<file path="src/rtl/tag_sort_pkg.sv">
// Shared widths and payload helpers for the multibit-tree tag sorter stages.
`timescale 1ns/1ps
package tag_sort_pkg;

    localparam int INC_TAG_W_DEF   = 12;
    localparam int MATCH_TAG_W_DEF = 8;

    // Payload is {incoming, match, match_bak} packed into one vector.
    function automatic int payload_w(input int inc_w, input int match_w);
        return inc_w + 2 * match_w;
    endfunction

    localparam int PAYLOAD_W_DEF = payload_w(INC_TAG_W_DEF, MATCH_TAG_W_DEF);

endpackage

</file>
<file path="src/rtl/tag_sat_counter.sv">
// Saturating up-counter with synchronous clear; sticks at all-ones.
`timescale 1ns/1ps
module tag_sat_counter #(
    parameter int W = 16
) (
    input  logic         clk,
    input  logic         clr,
    input  logic         en,
    output logic [W-1:0] cnt
);

    localparam logic [W-1:0] CNT_MAX = {W{1'b1}};

    // Count enabled cycles, never wrapping past the maximum.
    always_ff @(posedge clk) begin
        if (clr) begin
            cnt <= '0;
        end else if (en && (cnt != CNT_MAX)) begin
            cnt <= cnt + 1'b1;
        end
    end

endmodule

</file>
<file path="src/rtl/tag_pipe_stage.sv">
// Elastic valid/ready stage carrying the three sorter tags as one payload,
// with optional skid buffer, synchronous flush and a stall counter.
`timescale 1ns/1ps
module tag_pipe_stage
    import tag_sort_pkg::*;
#(
    parameter int INC_TAG_W   = INC_TAG_W_DEF,
    parameter int MATCH_TAG_W = MATCH_TAG_W_DEF,
    parameter int SKID        = 1,
    parameter int CNT_W       = 16
) (
    input  logic                   clk,
    input  logic                   rst,
    input  logic                   flush,
    input  logic                   in_valid,
    output logic                   in_ready,
    input  logic [INC_TAG_W-1:0]   in_incoming_tag,
    input  logic [MATCH_TAG_W-1:0] in_match_tag,
    input  logic [MATCH_TAG_W-1:0] in_match_tag_bak,
    output logic                   out_valid,
    input  logic                   out_ready,
    output logic [INC_TAG_W-1:0]   out_incoming_tag,
    output logic [MATCH_TAG_W-1:0] out_match_tag,
    output logic [MATCH_TAG_W-1:0] out_match_tag_bak,
    output logic [CNT_W-1:0]       stall_cnt
);

    localparam int PW = payload_w(INC_TAG_W, MATCH_TAG_W);

    logic [PW-1:0] in_data;
    logic [PW-1:0] main_data;
    logic          main_valid;
    logic          xfer_in;
    logic          xfer_out;

    assign in_data  = {in_incoming_tag, in_match_tag, in_match_tag_bak};
    assign xfer_in  = in_valid && in_ready;
    assign xfer_out = main_valid && out_ready;

    // ---- main register stage -> downstream ----
    assign out_valid         = main_valid;
    assign out_incoming_tag  = main_data[PW-1 -: INC_TAG_W];
    assign out_match_tag     = main_data[2*MATCH_TAG_W-1 -: MATCH_TAG_W];
    assign out_match_tag_bak = main_data[MATCH_TAG_W-1:0];

    if (SKID != 0) begin : g_skid
        logic          skid_valid;
        logic [PW-1:0] skid_data;
        logic          main_free;

        // Registered ready: only the skid occupancy gates acceptance.
        assign in_ready  = !skid_valid && !rst && !flush;
        assign main_free = !main_valid || out_ready;

        // Main refills from skid first to keep FIFO order; otherwise from input.
        always_ff @(posedge clk) begin
            if (rst) begin
                main_valid <= 1'b0;
                main_data  <= '0;
                skid_valid <= 1'b0;
                skid_data  <= '0;
            end else if (flush) begin
                main_valid <= 1'b0;
                skid_valid <= 1'b0;
            end else if (main_free) begin
                if (skid_valid) begin
                    main_valid <= 1'b1;
                    main_data  <= skid_data;
                    skid_valid <= 1'b0;
                end else if (xfer_in) begin
                    main_valid <= 1'b1;
                    main_data  <= in_data;
                end else begin
                    main_valid <= 1'b0;
                end
            end else if (xfer_in) begin
                // Accepted while main is stalled: park in skid.
                skid_valid <= 1'b1;
                skid_data  <= in_data;
            end
        end
    end else begin : g_reg
        // Combinational ready: downstream acceptance frees the register.
        assign in_ready = (!main_valid || out_ready) && !rst && !flush;

        // Single register: load on accept, empty on an unreplaced drain.
        always_ff @(posedge clk) begin
            if (rst) begin
                main_valid <= 1'b0;
                main_data  <= '0;
            end else if (flush) begin
                main_valid <= 1'b0;
            end else if (xfer_in) begin
                main_valid <= 1'b1;
                main_data  <= in_data;
            end else if (xfer_out) begin
                main_valid <= 1'b0;
            end
        end
    end

    tag_sat_counter #(
        .W (CNT_W)
    ) u_stall_cnt (
        .clk (clk),
        .clr (rst),
        .en  (main_valid && !out_ready),
        .cnt (stall_cnt)
    );

endmodule

</file>
<file path="config.mk">
export PLATFORM = sky130hd
export DESIGN_NAME = tag_pipe_stage
export DESIGN_NICKNAME = d
export VERILOG_FILES = /design/src/rtl/tag_sort_pkg.sv /design/src/rtl/tag_sat_counter.sv /design/src/rtl/tag_pipe_stage.sv
export SDC_FILE = /design/constraint.sdc
export NUM_CORES = 1
export LEC_CHECK = 0
export ABC_AREA = 1
export CORE_ASPECT_RATIO = 1.1
export CORE_MARGIN = 2
export CORE_UTILIZATION = 44
export DETAILED_ROUTE_END_ITERATION = 16
export PLACE_DENSITY = 0.81
export SKIP_LAST_GASP = 1
export SYNTH_ARGS = -nofsm -noshare
export SYNTH_HDL_FRONTEND = slang
export SYNTH_HIERARCHICAL = 1
export SYNTH_SLANG_ARGS = --single-unit
</file>
<file path="constraint.sdc">
create_clock -name clk -period 2.7 [get_ports clk]
set_clock_uncertainty 0.05 [all_clocks]
set_input_delay 0.54 -clock clk [delete_from_list [all_inputs] [get_ports clk]]
set_output_delay 0.54 -clock clk [all_outputs]
set_load 0.05 [all_outputs]
</file>
==> impl_metrics.csv, run 1 <==
group,metric,value,unit
floorplanning,fp.dieArea,0.00935,mm2
setup_path,cp_data_arrival_time,1620,ps
flow_run,drv_cap,0,
sta,clock.fmax,452,MHz
synthesis,synth_warnings,6,
setup_path,end_kind,"output port",
setup_path,r2r_slack,780,ps
global_route,grt_max_degree,57,
clock_network,cts_buffer_depth,2,
sta,holdWs,433,ps
floorplanning,core_area,0.00836,mm2
placed_design,gp_congestion,0.879,
setup_path,cp-start-kind,"flop",
detailed_routing,wirelength,8920,um
clock_network,clk_latency,340,ps
synthesis,yosysSeqAreaShare,0.392,
placed_design,io_buffer_count,78,
setup_path,path_cells,"clkdlybuf4s50_1",
sta,setup-violations-final,0,
sta,fin_tns_setup,0,ps
detailed_routing,wl_per_cell,11.6,um
synthesis,synth_nets,618,
sta,slew_headroom,0.540,
clock_network,cts.htree.levels,3,
global_route,antenna_found_initial,0,
setup_path,critical_path.max_fanout,6,
power,power_density,487,mW/mm2
setup_path,cp_slowest_cell,"clkdlybuf4s50_1",
cells_and_area,nets,688,
global_route,grt_pass1_wl,14900,um
setup_path,path_class,"reg -> out",
global_route,overflow,0,
detailed_routing,drtPass1Iterations,5,
clock_network,post-cts-setup-buffers,0,
detailed_routing,viasPerCell,4.81,
clock_network,post_cts_resized,0,
detailed_routing,postRouteAntennaNets,0,
status,status,"completed",
floorplanning,die_y,101,um
detailed_routing,drtIter0Drc,199,
setup_path,reg2reg_from,"g_skid.skid_valid",
floorplanning,die_x,92.4,um
worst_hold_path,hp-class,"reg -> reg",
clock_network,cts_tree,"done",
synthesis,synthCells,584,
detailed_routing,drc,0,
synthesis,synth_area,0.00378,mm2
placed_design,hpwlAfterDp,6160,um
setup_path,path_buf_inv,1,
clock_network,cts-root-buf,"clkbuf_8",
floorplanning,ios,79,
synthesis,synth_area_leaders,"dfxtp_1 (39%), nand2_1 (19%), nor2_1 (14%), nand3_1 (5.3%), inv_1 (4.1%)",
clock_network,path_clk_slew,80,ps
clock_network,cts.sinks,74,
sta,min_period_over_period,0.819,
cells_and_area,diodes,0,
sta,hold_viol,0,
power,p_leak,2.08,nW
synthesis,synthDistinctLibCells,25,
detailed_routing,vias,3698,
setup_path,required,2110,ps
cells_and_area,area_delta_synth_final,26.4,%
clock_network,cts-buffers-inserted,9,
synthesis,synth_top_area_frac,0.392,
sta,grt_setup_unrepaired,"false",
floorplanning,initial_core_util,0.452,
clock_network,ctsHoldBuffers,0,
sta,tightestPinTransition,690,ps
cells_and_area,nFillCells,775,
cells_and_area,layout-drive-gt1-share,0.0821,
setup_path,critPathMaxStageDelay,840,ps
power,peakVddDrop,0.360,mV
global_route,first_global_vias,3430,
synthesis,avgSynthCellArea,6.47,um2
sta,drv_slew,0,
sta,fin_crit,2210,ps
synthesis,ys_ff_latch,74,
worst_hold_path,min_from,"main_data[24]",
setup_path,crit_path_start,"u_stall_cnt/cnt[11]",
setup_path,crit_family,"buffers and inverters",
floorplanning,row_count,35,
synthesis,synth_top_area_cell,"dfxtp_1",
global_route,grtUsageTotal,0.198,
-- Yosys cell counts --
master,count
nand3_1,40
a21oi_1,9
clkbuf_1,1
buf_4,4
nand2_1,187
dfxtp_1,74
nand4_1,3
and2_1,9
nor2_1,141
buf_2,11
inv_2,3
buf_6,6
o21bai_4,1
nand3_2,1
nand2_2,3
nor2_8,1
inv_1,41
buf_12,2
nor2_2,19
clkbuf_4,1
and2_0,19
nor2_4,4
ha_1,1
or2_0,1
nor3_1,2
-- cell families after synthesis --
logic type,count (synthesis),share of synthesized area
adder cells (fa/ha/maj),1,0.00331
AND/OR/NAND/NOR,430,0.490
AO/OA/AOI/OAI,10,0.0169
buffers and inverters,69,0.0976
flip-flops,74,0.392
-- area by class of cell --
cell class	count	area, um2	share of cell area
clock buffer	10	138	0.0288
clock inverter	5	78.8	0.0165
inverter	44	165	0.0345
multi-input combinational	441	1930	0.404
sequential	74	1480	0.310
tap	111	139	0.0290
timing repair buffer	84	848	0.177
-- worst reg2reg max path, delay by kind of cell, from the launching register on --
kind               cells  cell delay [ps]
and+or+nand+nor        3              830
DFF                    1              770
AOI/OAI and AO/OA      1              220
-- power breakdown --
part           total, mW  leakage, nW  internal, mW  switching, mW
logic              0.263         1.37         0.109          0.154
clock network      0.947        0.112         0.539          0.408
registers           1.12        0.598          1.11         0.0101
total               2.33         2.08          1.76          0.572
-- layout by cell type, fill, tap and decap left out --
master           synthesis  routed
a21oi_1                  9       9
and2_0                  19      19
and2_1                   9       9
buf_12                   2       2
buf_4                    4       5
bufinv_16                0       2
clkbuf_8                 0      10
clkdlybuf4s50_1          0      77
clkinv_2                 0       2
clkinv_4                 0       1
dfxtp_1                 74      74
ha_1                     1       1
inv_1                   41      41
inv_2                    3       3
nand2_1                187     187
nand2_2                  3       3
nand3_1                 40      40
nand3_2                  1       1
nand4_1                  3       3
nor2_1                 141     141
nor2_2                  19      19
nor2_4                   4       4
nor2_8                   1       1
nor3_1                   2       2
o21bai_4                 1       1
or2_0                    1       1
-- registers in the layout, summed over array words and instances (netlist names) --
register           cells
main_data             28
g_skid.skid_valid      1
g_skid.skid_data      28
out_valid              1
u_stall_cnt/cnt       16
-- routing by layer --
layer	share of wire	up-vias	track usage	routed length, um
met4	0.029	0	0.0964	260
met1	0.42	1665	0.229	3780
met3	0.044	21	0.0335	391
li1	-	1898	-	-
met2	0.50	114	0.355	4490
met5	0	-	0	0
-- through the flow --
step	total power [mW]	cell area (um2)	instances	setup WS, ps	utilization
3_5_place_dp	1.41	4560	754	410	0.546
2_1_floorplan	1.30	3780	584	841	-
4_1_cts	2.35	4780	769	476	0.572
6_report	2.33	4780	769	488	0.572
5_1_grt	2.42	4780	769	455	0.572
3_3_place_gp	1.40	4560	754	486	0.546
-- final timing paths --
kind	depth (start not counted)	end
min reg2reg	2	main_data[24]
min	2	main_data[24]
max	1	stall_cnt[11]
max reg2reg	4	main_data[17]
Note: power is estimated with default switching activity, not from simulation.
==> run 2, diff against run 1 <==
Clock period 2.7 ns to 2.1 ns, I/O delays scaled along.
==> run 2 against run 1 <==
Effect of this change: hold slack better by 5.0 ps; first-iteration DRC count fell by 23%; utilization increased by 0.52 points; setup slack got worse by 440 ps; wire length shrank 0.29%; final cell count is 0.65% higher; flip-flop and latch count did not move; non-clock buffer count up 4; global-route usage rose by 0.19 points; total power increased by 21%; via count is 1.3% lower; critical path depth is the same; highest routed layer unchanged.
==> impl_metrics.csv, run 2 (same netlist as run 1, synthesis figures left out) <==
group,metric,value,unit
cells_and_area,layout-drive-gt1-share,0.0905,
detailed_routing,wirelength,8900,um
clock_network,cts-root-buf,"clkbuf_8",
power,power_density,586,mW/mm2
global_route,grtUsageTotal,0.200,
setup_path,path_buf_inv,1,
worst_hold_path,hp-class,"reg -> reg",
setup_path,end_kind,"output port",
setup_path,path_class,"reg -> out",
clock_network,post_cts_resized,0,
floorplanning,initial_core_util,0.452,
setup_path,cp_data_arrival_time,1580,ps
detailed_routing,postRouteAntennaNets,0,
global_route,first_global_vias,3455,
sta,slew_headroom,0.555,
sta,fin_tns_setup,0,ps
clock_network,cts-buffers-inserted,9,
power,p_leak,2.31,nW
detailed_routing,vias,3649,
sta,fin_crit,2050,ps
setup_path,crit_family,"buffers and inverters",
cells_and_area,nFillCells,795,
floorplanning,die_x,92.4,um
setup_path,r2r_slack,470,ps
worst_hold_path,whs_path_depth,2,
sta,hold_viol,0,
sta,min_period_over_period,0.976,
cells_and_area,layout_commonest_cell,"nand2_1",
setup_path,path_cells,"clkdlybuf4s50_1",
floorplanning,ios,79,
detailed_routing,viasPerCell,4.71,
placed_design,dp_worst_setup_slack,6.47,ps
setup_path,reg2regPathDepth,9,
power,peakVddDrop,0.391,mV
global_route,overflow,0,
floorplanning,core_area,0.00836,mm2
sta,tightestPinTransition,667,ps
sta,clock.fmax,488,MHz
worst_hold_path,min_from,"main_data[8]",
cells_and_area,final_cell_mix,"nand2_1 (187), nor2_1 (141), dfxtp_1 (74)",
clock_network,cts.sinks,74,
sta,setup-violations-final,0,
sta,grt_setup_unrepaired,"false",
clock_network,path_clk_slew,80,ps
cells_and_area,nets,692,
cells_and_area,fin_area,0.00482,mm2
cells_and_area,final_cells,774,
setup_path,critPathMaxStageDelay,830,ps
floorplanning,fp.dieArea,0.00935,mm2
clock_network,ctsHoldBuffers,0,
flow_run,drv_cap,0,
status,status,"completed",
cells_and_area,diodes,0,
cells_and_area,largestRegisters,"g_skid.skid_data x28, main_data x28, u_stall_cnt/cnt x16",
placed_design,placed_cell_area,0.00460,mm2
sta,holdWs,438,ps
clock_network,clk_latency,350,ps
setup_path,cp_slowest_cell,"clkdlybuf4s50_1",
clock_network,post-cts-setup-buffers,0,
sta,drv_slew,0,
global_route,grt_pass1_wl,15100,um
setup_path,reg2reg_from,"u_stall_cnt/cnt[0]",
setup_path,cp-start-kind,"flop",
clock_network,cts_tree,"done",
cells_and_area,seq_area,0.00148,mm2
global_route,antenna_found_initial,0,
cells_and_area,multi_input_area,0.00193,mm2
clock_network,cts.htree.levels,3,
placed_design,io_buffer_count,78,
detailed_routing,wl_per_cell,11.5,um
placed_design,placed_cells,758,
setup_path,critical_path.max_fanout,5,
worst_hold_path,hold_end,"main_data[8]",
detailed_routing,drtPass1Iterations,4,
placed_design,hpwlAfterDp,6120,um
global_route,grt_max_degree,57,
clock_network,cts_buffer_depth,2,
detailed_routing,drtIter0Drc,153,
setup_path,r2r-end,"u_stall_cnt/cnt[1]",
placed_design,gp_congestion,0.864,
detailed_routing,drc,0,
setup_path,required,1630,ps
cells_and_area,area_delta_synth_final,27.6,%
sta,fin_ws,51.4,ps
floorplanning,row_count,35,
floorplanning,die_y,101,um
run 2: changes by cell type in the layout (fill, tap and decap cells not counted), moves of 2 or more:
cell	delta
clkdlybuf4s50_1	-13
clkinvlp_4	+4
clkinv_2	-2
dlymetal6s2s_1	+12
bufinv_16	-2
buf_4	+4
run 2: layout make-up:
cell class                 count  area share
sequential                    74       0.307
inverter                      44      0.0342
clock inverter                 5     0.00804
tap                          111      0.0288
multi-input combinational    441       0.400
clock buffer                  11      0.0314
timing repair buffer          88       0.190
run 2: worst max path at each step:
stage                               end           startpoint  depth (start not counted)
floorplan           u_stall_cnt/cnt[13]            out_valid                          9
global placement          main_data[17]            out_ready                          7
detailed placement        main_data[25]                flush                          6
CTS                        stall_cnt[2]   u_stall_cnt/cnt[2]                          1
global route              stall_cnt[13]  u_stall_cnt/cnt[13]                          1
finish                    stall_cnt[13]  u_stall_cnt/cnt[13]                          1
run 2: where the power goes:
part,internal (mW),switching [mW],leakage (nW)
Combinational,0.145,0.197,1.62
Sequential,1.42,0.0136,0.598
Clock,0.495,0.552,0.0838
run 2: routing by layer:
| layer | track usage | vias up | wire (um) |
|---|---|---|---|
| li1 | - | 1911 | - |
| met1 | 0.223 | 1645 | 3730 |
| met2 | 0.377 | 80 | 4590 |
| met3 | 0.0365 | 13 | 412 |
| met4 | 0.0769 | 0 | 161 |
| met5 | 0 | - | 0 |
run 2: worst min-delay path: cells and delay by family, from the launching register on:
family | cells | cell delay, ps
and+or+nand+nor | 2 | 140
DFF | 1 | 320
run 2: through the flow:
| stage | utilization | total power, mW |
|---|---|---|
| after global placement | 0.550 | 1.81 |
| after floorplan | - | 1.67 |
| after CTS | 0.573 | 2.85 |
| final | 0.577 | 2.83 |
| after detailed placement | 0.550 | 1.81 |
| after global routing | 0.577 | 2.94 |
==> run 3, diff against run 2 <==
Settings changed: MAX_ROUTING_LAYER set to met4, PLACE_DENSITY 0.81 to 0.83, SYNTH_HIERARCHICAL 1 to unset.
==> run 3 against run 2 <==
Effect of this change: synthesized cell count shrank 20%; hold slack worse by 6.1 ps; global-route usage up 0.062 points; sequential share of layout area grew 2.3 points; combinational power grew 4%; critical path depth is the same; die area is 12% lower; critical path type unchanged; largest cell class unchanged; highest routed layer unchanged.
==> impl_metrics.csv, run 3 <==
group,metric,value,unit
detailed_routing,met2WireLength,3940,um
setup_path,critPathMaxStageDelay,830,ps
synthesis,synth_edf_count,0,
sta,grt_setup_unrepaired,"false",
sta,holdWs,432,ps
detailed_routing,drc,0,
synthesis,synth_common_cells,"nor2_1 (153), nand2_1 (101), dfxtp_1 (74)",
placed_design,hpwlAfterDp,5460,um
clock_network,cts-buffers-inserted,9,
floorplanning,die_y,95.2,um
sta,fin_tns_setup,0,ps
power,p_leak,1.78,nW
clock_network,cts.htree.levels,3,
detailed_routing,viasPerCell,4.92,
clock_network,clk_latency,340,ps
clock_network,post-cts-setup-buffers,0,
placed_design,io_buffer_count,78,
detailed_routing,top_layer_used,"met4",
sta,tightestPinTransition,512,ps
cells_and_area,fin_area,0.00449,mm2
cells_and_area,area_delta_synth_final,35.0,%
detailed_routing,vias,3137,
sta,drv_slew,0,
detailed_routing,wirelength,7610,um
floorplanning,fp.dieArea,0.00827,mm2
clock_network,cts_buffer_depth,2,
floorplanning,ios,79,
flow_run,drv_cap,0,
setup_path,end_kind,"output port",
synthesis,synthCells,466,
synthesis,yosysMostFrequentCell,"nor2_1",
clock_network,cts.sinks,74,
cells_and_area,final_cells,637,
global_route,grt_pass1_wl,12900,um
sta,min_period_over_period,0.983,
synthesis,synth_warnings,0,
detailed_routing,wl_met3,319,um
synthesis,synth_area,0.00333,mm2
sta,slew_headroom,0.658,
placed_design,placed_cell_area,0.00426,mm2
clock_network,cts_tree,"done",
sta,clock.fmax,485,MHz
setup_path,cp_slowest_cell,"clkdlybuf4s50_1",
power,peakVddDrop,0.391,mV
global_route,grt_max_degree,43,
global_route,antenna_found_initial,0,
global_route,first_global_vias,2997,
floorplanning,core_area,0.00739,mm2
synthesis,avgSynthCellArea,7.14,um2
detailed_routing,drtPass1Iterations,4,
synthesis,synth_top_area_cell,"dfxtp_1",
synthesis,async_flop_share,0,
synthesis,synth_nets,500,
synthesis,synth_area_leaders,"dfxtp_1 (45%), nor2_1 (17%), nand2_1 (11%), mux2i_1 (8.4%), o21ai_1 (2.7%)",
cells_and_area,nets,579,
sta,setup-violations-final,0,
setup_path,path_cells,"clkdlybuf4s50_1",
setup_path,cp_data_arrival_time,1590,ps
detailed_routing,wl_per_cell,11.9,um
setup_path,critical_path.max_fanout,5,
floorplanning,row_count,33,
synthesis,ys_ff_latch,74,
cells_and_area,layout_commonest_cell,"nor2_1",
clock_network,cts-root-buf,"clkbuf_8",
power,power_density,668,mW/mm2
cells_and_area,final_cell_mix,"nor2_1 (153), nand2_1 (101), dfxtp_1 (73)",
synthesis,synth_ff_type,"dfxtp_1",
global_route,grtUsageTotal,0.200,
status,status,"completed",
cells_and_area,diodes,0,
worst_hold_path,hp-class,"reg -> reg",
placed_design,placed_cells,621,
setup_path,cp-start-kind,"flop",
setup_path,path_buf_inv,1,
setup_path,path_class,"reg -> out",
synthesis,synthDistinctLibCells,24,
clock_network,path_clk_slew,80,ps
detailed_routing,drtIter0Drc,100,
floorplanning,initial_core_util,0.450,
setup_path,crit_family,"buffers and inverters",
setup_path,required,1630,ps
detailed_routing,postRouteAntennaNets,0,
synthesis,synth_top_area_frac,0.445,
detailed_routing,m1WireLength,3230,um
sta,hold_viol,0,
synthesis,yosysSeqAreaShare,0.445,
sta,fin_crit,2060,ps
floorplanning,die_x,86.9,um
cells_and_area,largestRegisters,"g_skid.skid_data x28, main_data x28, u_stall_cnt.cnt x16",
cells_and_area,layout-drive-gt1-share,0.0782,
placed_design,gp_congestion,0.850,
global_route,overflow,0,
-- run 3: cells by family after synthesis --
logic type | Yosys count | share of synthesized area
AOI/OAI and AO/OA | 44 | 0.0669
and+or+nand+nor | 278 | 0.330
adders and majority gates | 1 | 0.00376
buffers and inverters | 41 | 0.0700
muxes | 28 | 0.0842
DFF | 74 | 0.445
-- run 3: timing repair --
item                       in CTS  in global routing
gates resized for setup         0                  6
setup endpoints to repair       0                  6
hold buffers                    0                  0
-- run 3: metrics by stage --
stage,setup WS (ps),power [mW],util
after global routing,0.104,3.12,0.608
after global placement,152,1.83,0.576
after CTS,7.94,3.03,0.606
final,36.5,3.00,0.608
after floorplan,301,1.68,-
after detailed placement,110,1.84,0.576
-- run 3: final cells by class --
| cell class | count | area (um2) |
|---|---|---|
| Sequential cell | 74 | 1480 |
| Inverter | 17 | 63.8 |
| Multi-Input combinational cell | 351 | 1620 |
| Timing Repair Buffer | 92 | 998 |
| Clock inverter | 7 | 93.8 |
| Clock buffer | 9 | 124 |
| Fill cell | 652 | 2900 |
| Tap cell | 87 | 109 |
-- run 3: worst paths after layout --
path	depth (start not counted)	endpoint	from	slack, ps
setup / recovery	1	stall_cnt[15]	u_stall_cnt.cnt[15]	40
hold / removal	2	main_data[24]	main_data[24]	430
setup reg to reg	7	u_stall_cnt.cnt[4]	u_stall_cnt.cnt[0]	250
hold reg to reg	2	main_data[24]	main_data[24]	430
-- run 3: metal layers --
layer / vias up / track usage
met2: 73 / 0.363
met5: - / -
met4: 0 / 0.0742
li1: 1637 / -
met3: 14 / 0.0390
met1: 1413 / 0.215
-- run 3: report_power, final --
| group | internal (mW) | switching (mW) | leakage, nW |
|---|---|---|---|
| combinational | 0.156 | 0.199 | 1.07 |
| clock | 0.666 | 0.532 | 0.105 |
| sequential | 1.43 | 0.0166 | 0.599 |
| total | 2.25 | 0.748 | 1.78 |
